<file path="config.mk">
export PLATFORM = sky130hd
export DESIGN_NAME = seq_shift_rotate
export DESIGN_NICKNAME = d
export VERILOG_FILES = /design/src/rtl/seq_shift_rotate_pkg.sv /design/src/rtl/seq_shift_rotate_shift_step_1.sv /design/src/rtl/seq_shift_rotate.sv
export SDC_FILE = /design/constraint.sdc
export NUM_CORES = 1
export LEC_CHECK = 0
export ABC_AREA = 1
export CAP_MARGIN = 20
export CORE_MARGIN = 2
export CORE_UTILIZATION = 40
export CTS_CLUSTER_SIZE = 24
export DETAILED_ROUTE_END_ITERATION = 8
export MAX_ROUTING_LAYER = met4
export PLACE_DENSITY = 0.67
export SLEW_MARGIN = 20
export SYNTH_ARGS = -nofsm -noshare
export SYNTH_HDL_FRONTEND = slang
export SYNTH_SLANG_ARGS = --single-unit
</file>
<file path="constraint.sdc">
create_clock -name clock -period 3.45 [get_ports clock]
set_clock_uncertainty 0.2 [all_clocks]
set_input_delay 0.69 -clock clock [delete_from_list [all_inputs] [get_ports clock]]
set_output_delay 0.69 -clock clock [all_outputs]
set_load 0.03 [all_outputs]
</file>
<file path="src/rtl/seq_shift_rotate_pkg.sv">
// Shared definitions for the multi-cycle shift/rotate unit: op codes,
// FSM state encoding and default widths.
package seq_shift_rotate_pkg;

  localparam int WIDTH_DEF = 32;
  localparam int CW_DEF    = 5;

  // Codes 5..7 are all pass-through; OP_PASS names the first of them.
  typedef enum logic [2:0] {
    OP_SHR  = 3'd0,
    OP_SHRA = 3'd1,
    OP_SHL  = 3'd2,
    OP_ROR  = 3'd3,
    OP_ROL  = 3'd4,
    OP_PASS = 3'd5
  } op_e;

  typedef enum logic [1:0] {
    S_IDLE  = 2'd0,
    S_SHIFT = 2'd1,
    S_DONE  = 2'd2
  } state_e;

  function automatic logic is_pass(input logic [2:0] op);
    return op >= 3'(OP_PASS);
  endfunction

endpackage

</file>
<file path="src/rtl/seq_shift_rotate_shift_step_1.sv">
// One-bit shift/rotate step applied to the accumulator each SHIFT cycle.
module shift_step_1
  import seq_shift_rotate_pkg::*;
#(
  parameter int WIDTH = WIDTH_DEF
) (
  input  logic [2:0]       op,
  input  logic [WIDTH-1:0] acc_i,
  output logic [WIDTH-1:0] acc_o
);

  always_comb begin
    acc_o = acc_i;
    case (op)
      OP_SHR:  acc_o = {1'b0, acc_i[WIDTH-1:1]};
      OP_SHRA: acc_o = {acc_i[WIDTH-1], acc_i[WIDTH-1:1]};
      OP_SHL:  acc_o = {acc_i[WIDTH-2:0], 1'b0};
      OP_ROR:  acc_o = {acc_i[0], acc_i[WIDTH-1:1]};
      OP_ROL:  acc_o = {acc_i[WIDTH-2:0], acc_i[WIDTH-1]};
      default: acc_o = acc_i;
    endcase
  end

endmodule

</file>
<file path="src/rtl/seq_shift_rotate.sv">
// Multi-cycle shift/rotate unit: moves the operand one bit per clock and
// publishes the result on R together with a one-cycle done pulse.
module seq_shift_rotate
  import seq_shift_rotate_pkg::*;
#(
  parameter int WIDTH = WIDTH_DEF,
  parameter int CW    = CW_DEF
) (
  input  logic             clock,
  input  logic             clear,
  input  logic             start,
  input  logic [2:0]       op,
  input  logic [WIDTH-1:0] A,
  input  logic [WIDTH-1:0] B,
  output logic [WIDTH-1:0] R,
  output logic             busy,
  output logic             done,
  output logic [1:0]       dbg_state
);

  // Handshake: start is taken only in IDLE (otherwise dropped, no queuing);
  // busy is high while shifting; done pulses for one cycle with R already
  // valid, and R then holds until the next operation completes.

  localparam logic [CW-1:0] CNT_ONE = CW'(1);

  state_e           state_q;
  logic [WIDTH-1:0] acc_q;
  logic [WIDTH-1:0] acc_step_d;
  logic [CW-1:0]    cnt_q;
  logic [2:0]       op_q;
  logic [WIDTH-1:0] r_q;
  logic             busy_q;
  logic             done_q;

  // Only the low CW bits of A form the shift count.
  logic unused_a_hi;
  assign unused_a_hi = ^A[WIDTH-1:CW];

  shift_step_1 #(.WIDTH(WIDTH)) u_step (
    .op    (op_q),
    .acc_i (acc_q),
    .acc_o (acc_step_d)
  );

  always_ff @(posedge clock) begin
    if (clear) begin
      state_q <= S_IDLE;
      acc_q   <= '0;
      cnt_q   <= '0;
      op_q    <= '0;
      r_q     <= '0;
      busy_q  <= 1'b0;
      done_q  <= 1'b0;
    end else begin
      case (state_q)
        S_IDLE: begin
          busy_q <= 1'b0;
          done_q <= 1'b0;
          if (start) begin
            acc_q <= B;
            cnt_q <= A[CW-1:0];
            op_q  <= op;
            if (A[CW-1:0] == '0 || is_pass(op)) begin
              state_q <= S_DONE;
              r_q     <= B;
              done_q  <= 1'b1;
            end else begin
              state_q <= S_SHIFT;
              busy_q  <= 1'b1;
            end
          end
        end
        S_SHIFT: begin
          acc_q <= acc_step_d;
          cnt_q <= cnt_q - CNT_ONE;
          if (cnt_q == CNT_ONE) begin
            state_q <= S_DONE;
            r_q     <= acc_step_d;
            busy_q  <= 1'b0;
            done_q  <= 1'b1;
          end
        end
        S_DONE: begin
          state_q <= S_IDLE;
          busy_q  <= 1'b0;
          done_q  <= 1'b0;
        end
        default: begin
          state_q <= S_IDLE;
          busy_q  <= 1'b0;
          done_q  <= 1'b0;
        end
      endcase
    end
  end

  assign R         = r_q;
  assign busy      = busy_q;
  assign done      = done_q;
  assign dbg_state = state_q;

endmodule

</file>
==> results of run 1 <==
final timing paths:
check | startpoint | to | slack (ns) | cells after the start
worst min register to register | cnt_q[4]$_SDFFE_PP0P_ | cnt_q[4]$_SDFFE_PP0P_ | 0.29 | 2
worst max register to register | dbg_state[1]$_SDFFE_PP0P_ | R[13]$_SDFFE_PP0P_ | 0.99 | 8
worst max-delay path | start | R[13]$_SDFFE_PP0P_ | 0.65 | 10
worst min-delay path | cnt_q[4]$_SDFFE_PP0P_ | cnt_q[4]$_SDFFE_PP0P_ | 0.29 | 2
power groups by stage:
| stage | Sequential, mW | Combinational (mW) | Clock (mW) |
|---|---|---|---|
| after detailed placement | 1.07 | 0.945 | 0 |
| after global routing | 1.06 | 1.07 | 0.771 |
| final | 1.05 | 0.951 | 0.732 |
| after floorplan | 1.16 | 0.566 | 0 |
| after CTS | 1.05 | 0.950 | 0.741 |
| after global placement | 1.07 | 0.932 | 0 |
area by class of cell:
| type | count | area, um2 | area share, % |
|---|---|---|---|
| Inverter | 114 | 428 | 7.84 |
| Clock inverter | 5 | 78.8 | 1.44 |
| Sequential cell | 76 | 1520 | 27.9 |
| Multi-Input combinational cell | 546 | 2270 | 41.6 |
| Tap cell | 140 | 175 | 3.21 |
| Clock buffer | 9 | 124 | 2.27 |
| Timing Repair Buffer | 87 | 861 | 15.8 |
per-stage QoR:
stage               power [mW]  setup WS, ns  area (um2)  utilization [%]
floorplan                 1.73          1.57        4420                -
global placement          2.00         0.303        5260             48.7
detailed placement        2.02         0.278        5260             48.7
CTS                       2.74         0.628        5460             50.6
global route              2.91         0.404        5460             50.6
finish                    2.73         0.647        5460             50.6
sequential cells by signal, summed over array words and instances (netlist names):
| name | cells |
|---|---|
| acc_q | 32 |
| op_q | 3 |
| dbg_state | 2 |
| cnt_q | 5 |
| done | 1 |
| R | 32 |
| busy | 1 |
tightest hold or removal path, cell delays in order, from the launching register on:
cell and delay (ns):
dfxtp_1 0.33, nand2_1 0.06, a21oi_1 0.05
cell usage after synthesis (4+ instances only):
library cell / instances
inv_1: 110
a21oi_1: 46
o21ai_0: 9
clkbuf_1: 13
buf_2: 19
nand3_1: 76
buf_1: 4
nand2_1: 270
nor2_1: 132
dfxtp_1: 76
routing by layer:
metal	vias to the layer above	wire length, um
li1	2441	-
met1	1986	5710
met2	151	5110
met3	11	645
met4	0	144
met5	-	0
kinds of logic after synthesis:
kind of cell	after synthesis	synth area share (%)
AO/OA/AOI/OAI	55	6.23
XOR/XNOR	2	0.397
buffers and inverters	154	14.2
adder cells (fa/ha/maj)	2	0.567
AND/OR/NAND/NOR	487	44.1
flip-flops	76	34.5
placed cells by master (no fill, tap or decap), types with 3 or more instances in the layout:
master | synthesis | layout
a21oi_1 | 46 | 46
dfxtp_1 | 76 | 76
inv_1 | 110 | 109
clkbuf_8 | 0 | 9
inv_2 | 3 | 4
nor2_2 | 1 | 3
nor2_1 | 132 | 130
nand2_1 | 270 | 269
nand2_2 | 3 | 4
nand3_1 | 76 | 76
buf_4 | 1 | 8
clkdlybuf4s50_1 | 0 | 78
o21ai_0 | 9 | 9
==> qor.yml, run 1 <==
whs_ns: 0.287
end_kind: "register"
clock.fmax_mhz: 357
stdcell_count: 977
port_buffers: 78
cts_buffers: 9
postRouteAntennaNets: 0
ys_ff_latch: 76
setup-tns-final_ns: 0
grt_pass1_wl_um: 19600
drive_gt1_share_pct: 4.18
fillCellCount: 1124
synth_area_leaders: "dfxtp_1, nand2_1, nor2_1"
path_class: "input port to register"
viasPerCell: 4.70
worst_ep_arrival_time_ns: 2.86
grt_pass1_vias: 4341
rows: 38
ir_drop_mv: 0.265
final_nets: 906
tightest_slew_ns: 0.826
slew_violations: 0
num_io_pins: 106
p_switching_mw: 0.998
synth_cell_type_count: 21
finalHoldViolCount: 0
synth_nets: 848
clk_path_buf_depth: 2
seqPwrFrac_pct: 38.4
dpl.hpwl_um: 7730
drc_errors: 0
period_share_pct: 81.3
yosysTopAreaCell: "dfxtp_1"
totalWireLength_um: 11600
core_area_um2: 10800
syn_area_per_cell_um2: 5.69
slowest_stage: "nor2_2"
gp_congestion: 0.864
fin_crit_ns: 2.80
drtIter0Drc: 308
rsz0062_at_grt: "false"
synth_area_um2: 4420
cts_max_level: 3
die-width_um: 109
cts_hold_buf: 0
switching_share_pct: 36.5
critPathMaxFanout: 47
slew_headroom_pct: 44.9
cts.reportedPaths.clkPinSlew_ns: 0.08
grt_max_degree: 48
crit_path_start_kind: "input port"
min-delay-path-class: "register to register"
first_pass_iters: 7
use_met2_pct: 32.7
cp.required_ns: 3.50
vias: 4589
cts_resized: 0
clock_sink_count: 76
power.clock.fraction_pct: 26.8
busiest_layer: "met2"
fp.dieH_um: 109
intPower_mw: 1.74
drv_cap: 0
synth-seq-area-share_pct: 34.5
cpLargestDelayFamily: "simple AND/OR/NAND/NOR gates"
worstPathCellList: "clkdlybuf4s50_1 > inv_1 > nor2_1 > nor2_2 > a21oi_1 > nand2_2 > buf_12 > nand2_1 > nand2_1 > nor2_1"
clkLatencyLatePin_ns: 0.35
synth_top_area_share_pct: 34.5
met3_usage_pct: 2.27
place_inst: 963
outcome: "complete, no violations"
grt.total_usage_pct: 21.1
ys.flop_type: "dfxtp_1"
combPwrFrac_pct: 34.8
synth_edf_count: 0
root_buffer: "clkbuf_8"
slowest_delay_ns: 0.64
post_cts_buffers: 0
die_area_um2: 11900
syn_inst: 776
wl_per_cell_um: 11.9
power.density_nw_per_um2: 500
num_antenna_cells: 0
overflow: 0
grt_antenna_before_repair: 0
setup_viol: 0
start_util_pct: 40.9
leakage_nw: 2.81
critPathBufInv: 3
ys_warn_count: 0
tritoncts: "done"
area_delta_synth_final_pct: 23.7
grt.met1_usage_pct: 28.4
async_flop_share_pct: 0
Note: power is estimated with default switching activity, not from simulation.
==> run 2: changes to the inputs <==
- clock period: 3.45 -> 2.6 ns (I/O delays scaled with it)
==> run 2 against run 1 <==
  * Clock power grew 9.4%
  * Sequential share of layout area decreased by 0.35 points
  * Cell count grew 1.4%
  * Worst setup slack got worse by 0.21 ns
  * Worst hold slack improved by 0.0088 ns
  * Critical path depth is 9 lower
  * Non-clock buffer count increased by 12
==> qor.yml, run 2 (synthesized netlist as in run 1, its figures left out) <==
slowest_delay_ns: 0.70  # +0.06 ns
cts_max_level: 3  # unchanged
cp.required_ns: 1.88  # -1.62 ns
power.density_nw_per_um2: 631  # +26%
path_class: "register to output pin"
drive_gt1_share_pct: 5.41  # +1.2 points
rows: 38  # unchanged
mostFrequentLayoutCells: "nand2_1, nor2_1, inv_1"
vias: 4693  # +2.3%
final_util_pct: 51.3  # +0.65 points
register_area_um2: 1520  # unchanged
grt_max_degree: 33  # -31%
grt.met1_usage_pct: 28.0  # -0.39 points
place_inst: 975  # +1.2%
leakage_nw: 2.85  # +1.4%
busiest_layer: "met2"
ir_drop_mv: 0.284  # +6.8%
setup_viol: 0  # unchanged
gp_congestion: 0.868  # +0.45%
p_total_mw: 3.49  # +28%
grt_antenna_before_repair: 0  # unchanged
die-width_um: 109  # unchanged
worst_ep_arrival_time_ns: 1.44  # -1.42 ns
cpLargestDelayFamily: "buffers and inverters"
cts_buffers: 9  # unchanged
clkLatencyLatePin_ns: 0.35  # about the same
first_pass_iters: 5  # -2
wl_per_cell_um: 11.6  # -2.2%
post_cts_buffers: 0  # unchanged
met3_usage_pct: 3.41  # +1.1 points
worstPathCellList: "clkdlybuf4s50_1"
fp.dieH_um: 109  # unchanged
stdcell_count: 991  # +1.4%
num_antenna_cells: 0  # unchanged
clock_sink_count: 76  # unchanged
port_buffers: 78  # unchanged
fin_area_um2: 5530  # +1.3%
totalWireLength_um: 11500  # -0.80%
postRouteAntennaNets: 0  # unchanged
num_io_pins: 106  # unchanged
dpl.hpwl_um: 8100  # +4.7%
grt.total_usage_pct: 21.1  # about the same
whs_ns: 0.296  # +0.00883 ns
core_area_um2: 10800  # unchanged
use_met2_pct: 32.2  # -0.53 points
viasPerCell: 4.74  # +0.82%
die_area_um2: 11900  # unchanged
fillCellCount: 1166  # +3.7%
crit_path_start_kind: "register"
tritoncts: "done"
critPathMaxFanout: 3  # -94%
grt_pass1_vias: 4302  # -0.90%
worstSetupStartpoint: "dbg_state[1]$_SDFFE_PP0P_"
drtIter0Drc: 275  # -11%
fin_crit_ns: 2.16
finalHoldViolCount: 0  # unchanged
min-delay-path-class: "register to register"
clock.fmax_mhz: 462
critPathBufInv: 1  # -2
tightest_slew_ns: 0.469  # -0.357 ns
rsz0062_at_grt: "false"
placed_area_um2: 5360  # +2.0%
setup_slack_ns: 0.436  # -0.211 ns
drv_cap: 0  # unchanged
min_from: "cnt_q[2]$_SDFFE_PP0P_"
outcome: "complete, no violations"
slew_violations: 0  # unchanged
overflow: 0  # unchanged
cts.reportedPaths.clkPinSlew_ns: 0.08  # about the same
grt_pass1_wl_um: 19300  # -1.5%
root_buffer: "clkbuf_8"
cts_resized: 0  # unchanged
timing.rr.start: "op_q[2]$_SDFFE_PP0P_"
multiInputGateArea_um2: 2270  # unchanged
final_common_cell: "nand2_1"
area_delta_synth_final_pct: 25.3
drc_errors: 0  # unchanged
cts_hold_buf: 0  # unchanged
slew_headroom_pct: 68.7  # +24 points
start_util_pct: 40.9  # unchanged
place_worst_setup_slack_ns: 0.324  # +0.0457 ns
clk_path_buf_depth: 2  # unchanged
setup-tns-final_ns: 0  # unchanged
final_nets: 918  # +1.3%
end_kind: "output pin"
period_share_pct: 83.2
slowest_stage: "clkdlybuf4s50_1"
==> run 2: changes by cell type in the layout (fill, tap and decap cells not counted), sizes merged <==
cell,delta
clkinvlp,+2
buf,+12
bufinv,-2
clkinv,-1
clkbuf,+3
==> run 2: worst min-delay path: stages, from the launching register on <==
cell,delay (ns)
dfxtp_1,0.33
nand2_1,0.06
a21oi_1,0.06
==> run 2: layout make-up <==
type | count | area share, %
sequential | 76 | 27.5
multi-input combinational | 546 | 41.1
clock inverter | 4 | 0.452
inverter | 114 | 7.74
clock buffer | 12 | 2.62
tap | 140 | 3.17
timing repair buffer | 99 | 17.4
==> run 2: path summary, 6_finish.rpt <==
path                            slack [ns]                    end  cells past startpoint
worst max-delay path                  0.44           dbg_state[1]                      1
worst min register to register        0.30  cnt_q[2]$_SDFFE_PP0P_                      2
worst max register to register        0.52      R[5]$_SDFFE_PP0P_                      9
worst min-delay path                  0.30  cnt_q[2]$_SDFFE_PP0P_                      2
==> run 2: where the power goes <==
part | switching, mW | total, mW | leakage [nW] | internal [mW]
clock | 0.431 | 0.801 | 0.0824 | 0.370
sequential | 0.0785 | 1.39 | 0.629 | 1.31
combinational | 0.806 | 1.30 | 2.14 | 0.493
total | 1.32 | 3.49 | 2.85 | 2.18
==> run 2: routing by layer <==
layer | routed length [um] | up-vias
met2 | 5070 | 189
met5 | 0 | -
met4 | 162 | 0
met3 | 842 | 17
met1 | 5440 | 2020
li1 | - | 2467
==> run 3: changes to the inputs <==
- clock period: 2.6 -> 2.1 ns (I/O delays scaled with it)
==> run 3 against run 2 <==
  * Register-to-register slack worse by 0.19 ns
  * Total power increased by 26%
  * Critical path depth unchanged
  * Design area increased by 0.79%
  * Global-route usage rose by 0.16 points
  * Core utilization is 0.41 points higher
  * Worst hold slack worse by 0.0064 ns
  * Combinational power rose by 24%
  * Via count down 1.4%
  * Count of clock-buffer cells in the layout grew 3
  * Clock power increased by 34%
  * Cell count up 0.20%
==> qor.yml, run 3 (synthesized netlist as in run 1, its figures left out) <==
p_switching_mw: 1.63  # +24%
cp.required_ns: 1.48  # -0.40 ns
drv_cap: 0  # unchanged
cts_max_level: 3  # unchanged
post_cts_buffers: 0  # unchanged
fp.dieH_um: 109  # unchanged
outcome: "complete, no violations"
drtIter0Drc: 237  # -14%
die_area_um2: 11900  # unchanged
overflow: 0  # unchanged
start_util_pct: 40.9  # unchanged
num_io_pins: 106  # unchanged
grt.total_usage_pct: 21.3  # +0.16 points
mostFrequentLayoutCells: "nand2_1, nor2_1, inv_1"
slowest_stage: "clkdlybuf4s50_1"
clock.fmax_mhz: 492
viasPerCell: 4.66  # -1.6%
area_delta_synth_final_pct: 26.3
worstPathCellList: "clkdlybuf4s50_1"
intPower_mw: 2.77  # +27%
ir_drop_mv: 0.390  # +38%
tightest_slew_ns: 0.350  # -0.119 ns
slowest_delay_ns: 0.69  # about the same
whs_ns: 0.289  # -0.00636 ns
path_class: "register to output pin"
totalWireLength_um: 11500  # about the same
grt_pass1_vias: 4284  # -0.42%
die-width_um: 109  # unchanged
gp_congestion: 0.859  # -1.0%
cts_resized: 0  # unchanged
drive_gt1_share_pct: 5.51  # +0.10 points
postRouteAntennaNets: 0  # unchanged
slew_violations: 0  # unchanged
clk_path_buf_depth: 2  # unchanged
final_util_pct: 51.7  # +0.41 points
end_kind: "output pin"
crit_path_start_kind: "register"
combPwrFrac_pct: 36.6  # -0.6 points
num_antenna_cells: 0  # unchanged
core_area_um2: 10800  # unchanged
switching_share_pct: 37.1  # -0.58 points
critPathBufInv: 1  # unchanged
clkLatencyLatePin_ns: 0.36  # about the same
drc_errors: 0  # unchanged
tritoncts: "done"
setup_viol: 0  # unchanged
grt_max_degree: 36  # +9.1%
power.clock.fraction_pct: 24.3  # +1.4 points
power.density_nw_per_um2: 790  # +25%
leakage_nw: 2.91  # +2.0%
cts_buffers: 9  # unchanged
wl_per_cell_um: 11.6  # -0.11%
cpLargestDelayFamily: "buffers and inverters"
min-delay-path-class: "register to register"
clock_sink_count: 76  # unchanged
fin_crit_ns: 2.03
cts.reportedPaths.clkPinSlew_ns: 0.08  # about the same
slew_headroom_pct: 76.6  # +7.9 points
dpl.hpwl_um: 8240  # +1.8%
vias: 4626  # -1.4%
critPathMaxFanout: 2  # -1
port_buffers: 78  # unchanged
grt_antenna_before_repair: 0  # unchanged
final_common_cell: "nand2_1"
grt_pass1_wl_um: 19400  # +0.43%
cts_hold_buf: 0  # unchanged
finalHoldViolCount: 0  # unchanged
period_share_pct: 96.8
root_buffer: "clkbuf_8"
final_nets: 920  # +0.22%
first_pass_iters: 5  # unchanged
worst_ep_arrival_time_ns: 1.41  # -0.03 ns
rows: 38  # unchanged
rsz0062_at_grt: "false"
seqPwrFrac_pct: 39.1  # -0.7 points
## run 3: cell types whose count changed in the layout (fill, tap and decap cells not counted)
cell,change
clkinv_2,-1
clkinvlp_4,-2
clkdlybuf4s50_1,-2
clkbuf_8,+2
clkbuf_1,+1
buf_12,+1
dlymetal6s2s_1,+2
buf_4,+1
## run 3: path summary, 6_finish.rpt
| kind | from | endpoint | slack (ns) | cells after the start |
|---|---|---|---|---|
| max reg2reg | op_q[1]$_SDFFE_PP0P_ | R[17]$_SDFFE_PP0P_ | 0.33 | 9 |
| min reg2reg | cnt_q[4]$_SDFFE_PP0P_ | cnt_q[4]$_SDFFE_PP0P_ | 0.29 | 2 |
| min | cnt_q[4]$_SDFFE_PP0P_ | cnt_q[4]$_SDFFE_PP0P_ | 0.29 | 2 |
| max | busy$_SDFFE_PP0P_ | busy | 0.07 | 1 |
## run 3: final cells by class
| cell class | instances | area, um2 |
|---|---|---|
| clock inverter | 1 | 5.00 |
| sequential | 76 | 1520 |
| inverter | 114 | 428 |
| clock buffer | 15 | 176 |
| fill | 1183 | 5220 |
| timing repair buffer | 101 | 996 |
| multi-input combinational | 546 | 2270 |
| tap | 140 | 175 |
## run 3: power groups by stage
stage / sequential (mW) / clock, mW / combinational [mW]
after floorplan: 1.91 / 0 / 0.930
after global placement: 1.75 / 0 / 1.58
after detailed placement: 1.76 / 0 / 1.61
after CTS: 1.72 / 1.09 / 1.62
after global routing: 1.75 / 1.16 / 1.82
final: 1.72 / 1.07 / 1.61
## run 3: tightest hold or removal path, delay by kind of cell (launching register included)
kind / cells / cell delay [ns]
flops: 1 / 0.33
simple gates: 1 / 0.07
compound gates: 1 / 0.05
## run 3: per-layer routing
metal	track usage (%)	up-vias	part of all wire, %
met1	27.9	1989	48
li1	-	2469	-
met2	32.2	151	44
met3	4.48	17	6.8
met4	7.88	0	1.7
met5	-	-	0
## run 3: stage by stage
step | power, mW | worst slack (ns) | cell area (um2) | cells | setup TNS [ns]
2_1_floorplan | 2.84 | 0.332 | 4420 | 776 | 0
3_3_place_gp | 3.33 | 0.0311 | 5390 | 977 | 0
3_5_place_dp | 3.36 | -0.0206 | 5390 | 977 | -0.0661
4_1_cts | 4.43 | 0.00814 | 5570 | 993 | 0
5_1_grt | 4.72 | 0.00735 | 5580 | 993 | 0
6_report | 4.41 | 0.0674 | 5580 | 993 | 0
==> RTL edit 1, RTL diff (flow settings as in run 2) <==
The package constant `CW_DEF` goes from 5 to 6.
--- a/src/rtl/seq_shift_rotate_pkg.sv
+++ b/src/rtl/seq_shift_rotate_pkg.sv
@@ -3,7 +3,7 @@
 package seq_shift_rotate_pkg;
 
   localparam int WIDTH_DEF = 32;
-  localparam int CW_DEF    = 5;
+  localparam int CW_DEF    = 6;
 
   // Codes 5..7 are all pass-through; OP_PASS names the first of them.
   typedef enum logic [2:0] {
Check against the original RTL: not equivalent (Yosys sat finds a counterexample within 4 cycles, from zero or initial values).
==> RTL edit 1 against run 2 <==
Design area increased by 0.77%. Setup slack got worse by 0.025 ns. Final cell count increased by 0.20%. Via count decreased by 0.45%. Sequential cell count increased by 1. Synthesized cell count increased by 1.2%. Total power increased by 6.6%. Synthesized area increased by 1.9%. First-iteration DRC count increased by 13%. Routed wire length decreased by 0.64%. Highest routed layer unchanged.
==> RTL edit 1: results <==
[outcome]
status = complete, no violations

[pwr]
leakagePower_nw = 2.859
switching_share_pct = 38.10
ir_drop_uv = 307.1

[logic_synthesis]
async_flop_share_pct = 0
synth_cell_types = 26
yosysSeqAreaShare_pct = 34.25
synth_edf_count = 0
synth_top_cells_by_count = 271 x nand2_1, 142 x nor2_1, 103 x inv_1
synth-main-ff-cell = dfxtp_1
synth_area_leaders = dfxtp_1 34%, nand2_1 23%, nor2_1 12%
synthesis.nets = 857
ys_warn_count = 0
syn-mean-instance-area_um2 = 5.733

[finish]
fin_cells = 993
layout-drive-gt1-share_pct = 5.158
nets = 921
diodes = 0

[clock_tree]
cts_setup_buffers = 0
cts_root_buf = clkbuf_8
clkLatencyLatePin_ns = 0.35
clk_path_buf_depth = 2
htree_levels = 3
clk_pin_slew_ns = 0.08
cts_buffers = 9
cts-resized-gates = 0

[hold_path]
hold_class = reg -> reg
worstHoldStart = busy
hold_depth = 1
hold_end = busy

[grt]
grtUsageMet1_pct = 25.32
grt_pass1_vias = 4429
use_met3_pct = 3.292
grt_usage_pct = 20.72
grt_max_degree = 37
grt_pass1_wl_um = 19630
met2_usage_pct = 35.23
antenna_found_initial = 0

[drt]
initialDrtViolationCount = 311
drcViolationCount = 0
wl_um = 11440
dr.pass1.iters = 5
vias = 4672

[setup_path]
r2r_end = R[30]
cp_top_family = buffers and inverters
path_max_fanout = 4
regToRegStartpoint = op_q[1]
critPathMaxStageDelay_ns = 0.70
r2r_setup_slack_ns = 0.53
r2r_cells = 8
crit_slowest_cell = clkdlybuf4s50_1
critPathArrivalTime_ns = 1.47

[placed_design]
gp_congestion = 0.8229
dp_hpwl_um = 7710
numPlacedInstances = 978
placement.io_buffers = 79

[sta]
timing.hold.ws_ns = 0.2898
max_slew_margin_pct = 70.69
RTL edit 1: cell types whose count changed after synthesis, moves of 4 or more:
cell,delta
inv_1,-7
buf_2,-8
clkbuf_1,+7
nor2_1,+10
a21oi_1,-4
buf_6,+4
RTL edit 1: worst max-delay path by stage:
stage / slack (ns) / start / endpoint
2_1_floorplan: 0.79 / dbg_state[0] / acc_q[10]
3_3_place_gp: 0.24 / op[0] / R[17]
3_5_place_dp: 0.21 / op[0] / R[11]
4_1_cts: 0.39 / dbg_state[1] / dbg_state[1]
5_1_grt: 0.35 / op_q[1] / acc_q[12]
6_report: 0.41 / dbg_state[1] / dbg_state[1]
RTL edit 1: cell families after synthesis:
family                     after synthesis  synth area share [%]
buffers and inverters                  151                 14.12
DFF                                     77                 34.25
xor gates and xnor gates                 2                0.3893
AOI/OAI and AO/OA                       52                 5.894
adders and majority gates                2                0.5559
and+or+nand+nor                        501                 44.79
RTL edit 1: area by class of cell:
type                            instances  area (um^2)
Timing Repair Buffer                   94        928.4
Multi-Input combinational cell        557         2328
Inverter                              110        415.4
Clock inverter                          3        20.02
Tap cell                              140        175.2
Fill cell                            1173         5314
Clock buffer                           12        165.2
Sequential cell                        77         1541
RTL edit 1: per-stage QoR:
step / setup slack (ns) / total power, mW / area [um^2]
after detailed placement: 0.2079 / 2.881 / 5389
after global placement: 0.2414 / 2.856 / 5389
after global routing: 0.3463 / 3.999 / 5574
final: 0.4115 / 3.723 / 5574
after CTS: 0.3860 / 3.755 / 5574
after floorplan: 0.7939 / 2.465 / 4501
RTL edit 1: layer usage:
layer | up-vias | routed length, um
met2 | 128 | 5340
li1 | 2490 | -
met1 | 2040 | 5313
met5 | - | 0
met4 | 0 | 155
met3 | 14 | 632
RTL edit 1: power by group through the flow:
stage / clock [mW] / combinational [mW] / sequential (mW)
after global placement: 0 / 1.39 / 1.46
after global routing: 0.940 / 1.60 / 1.46
after floorplan: 0 / 0.847 / 1.62
after detailed placement: 0 / 1.41 / 1.47
after CTS: 0.892 / 1.42 / 1.44
final: 0.866 / 1.41 / 1.44
==> RTL edit 2, RTL diff (config.mk and constraints of run 2) <==
Without the edit above. Put one more register stage on the output `dbg_state`, without a reset. The value now appears one clock later. The other outputs are not delayed to match.
--- a/src/rtl/seq_shift_rotate.sv
+++ b/src/rtl/seq_shift_rotate.sv
@@ -98,7 +98,9 @@
   assign R         = r_q;
   assign busy      = busy_q;
   assign done      = done_q;
-  assign dbg_state = state_q;
+  always_ff @(posedge clock) begin
+    dbg_state <= state_q;
+  end
 
 endmodule
 
Check against the original RTL: not equivalent (Yosys sat finds a counterexample within 4 cycles, from zero or initial values).
==> RTL edit 2 against run 2 <==
Sequential cell count grew 2. Synthesized area up 0.77%. Setup slack gained 0.051 ns. Hold slack lost 0.093 ns. Routed wire length is 0.91% lower. Design area rose by 1.2%. Total power rose by 6.6%. Critical path type unchanged.
==> RTL edit 2: results <==
[drt]
vias = 4617
top_layer = met4
wl_um = 11410
route.met3.wl_um = 734
dr.pass1.iters = 4
met2_length_um = 5055
vias_per_cell = 4.640
initialDrtViolationCount = 318
wirelength_met1_um = 5494

[placed_design]
numPlacedInstances = 979
dp_hpwl_um = 7930
gp_congestion = 0.8647
place_ws_ns = 0.2861
placed_area_um2 = 5384

[setup_path]
crit_slowest_cell = clkdlybuf4s50_1
cp_top_family = buffers and inverters
critPathMaxStageDelay_ns = 0.68
critPathArrivalTime_ns = 1.39
path_max_fanout = 2

[finish]
layout-drive-gt1-share_pct = 5.263
nets = 922

[logic_synthesis]
synth-main-ff-cell = dfxtp_1
async_flop_share_pct = 0
synth_compound_gate_area_share_pct = 6.130
synthDominantCellAreaShare_pct = 35.10
yosysSeqAreaShare_pct = 35.10
synthXorXnorAreaFrac_pct = 0.3937
synthesis.nets = 851
synth_area_leaders = dfxtp_1 35%, nand2_1 23%, nor2_1 11%
synth_cell_types = 21
synth_edf_count = 0
synth_top_cells_by_count = 274 x nand2_1, 133 x nor2_1, 109 x inv_1
synthMuxAreaShare_pct = 0
syn-mean-instance-area_um2 = 5.712
synth_fa_ha_area_share_pct = 0.5624

[grt]
grtUsageMet1_pct = 27.80
met2_usage_pct = 31.39
use_met3_pct = 4.031
grt_usage_pct = 20.73
grt_max_degree = 38
grt_pass1_wl_um = 19240
grt_pass1_vias = 4252
antenna_found_initial = 0

[outcome]
status = complete, no violations

[pwr]
leakagePower_nw = 2.882
ir_drop_uv = 375.2

[clock_tree]
cts-resized-gates = 0
cts_root_buf = clkbuf_8
cts_setup_buffers = 0
clkLatencyLatePin_ns = 0.35

[sta]
max_slew_margin_pct = 58.06

[hold_path]
hold_class = reg -> reg
## RTL edit 2: changes by cell type in the layout (fill, tap and decap cells not counted), sizes merged, moves of 2 or more
cell      change
dfxtp         +2
clkinvlp      -2
o21ai         -2
buf           +2
bufinv        +2
## RTL edit 2: cell type report
| type | count | area, um^2 |
|---|---|---|
| multi-input cells | 546 | 2266 |
| repair buffers | 101 | 953.4 |
| flip-flops and latches | 78 | 1562 |
| fillers | 1170 | 5243 |
| clock buffers | 11 | 131.4 |
| inverters | 114 | 427.9 |
| well taps | 140 | 175.2 |
| clock inverters | 5 | 82.58 |
## RTL edit 2: final timing paths
check,start,to,slack (ns),cells past startpoint
worst max-delay path,R[12],R[12],0.49,1
worst min-delay path,state_q[0],dbg_state[0],0.20,0
worst max register to register,op_q[1],R[1],0.63,10
worst min register to register,state_q[0],dbg_state[0],0.20,0
## RTL edit 2: power breakdown
group	internal (mW)	total [mW]	switching, mW
clock network	0.546	1.02	0.474
logic	0.484	1.27	0.790
registers	1.35	1.43	0.0811
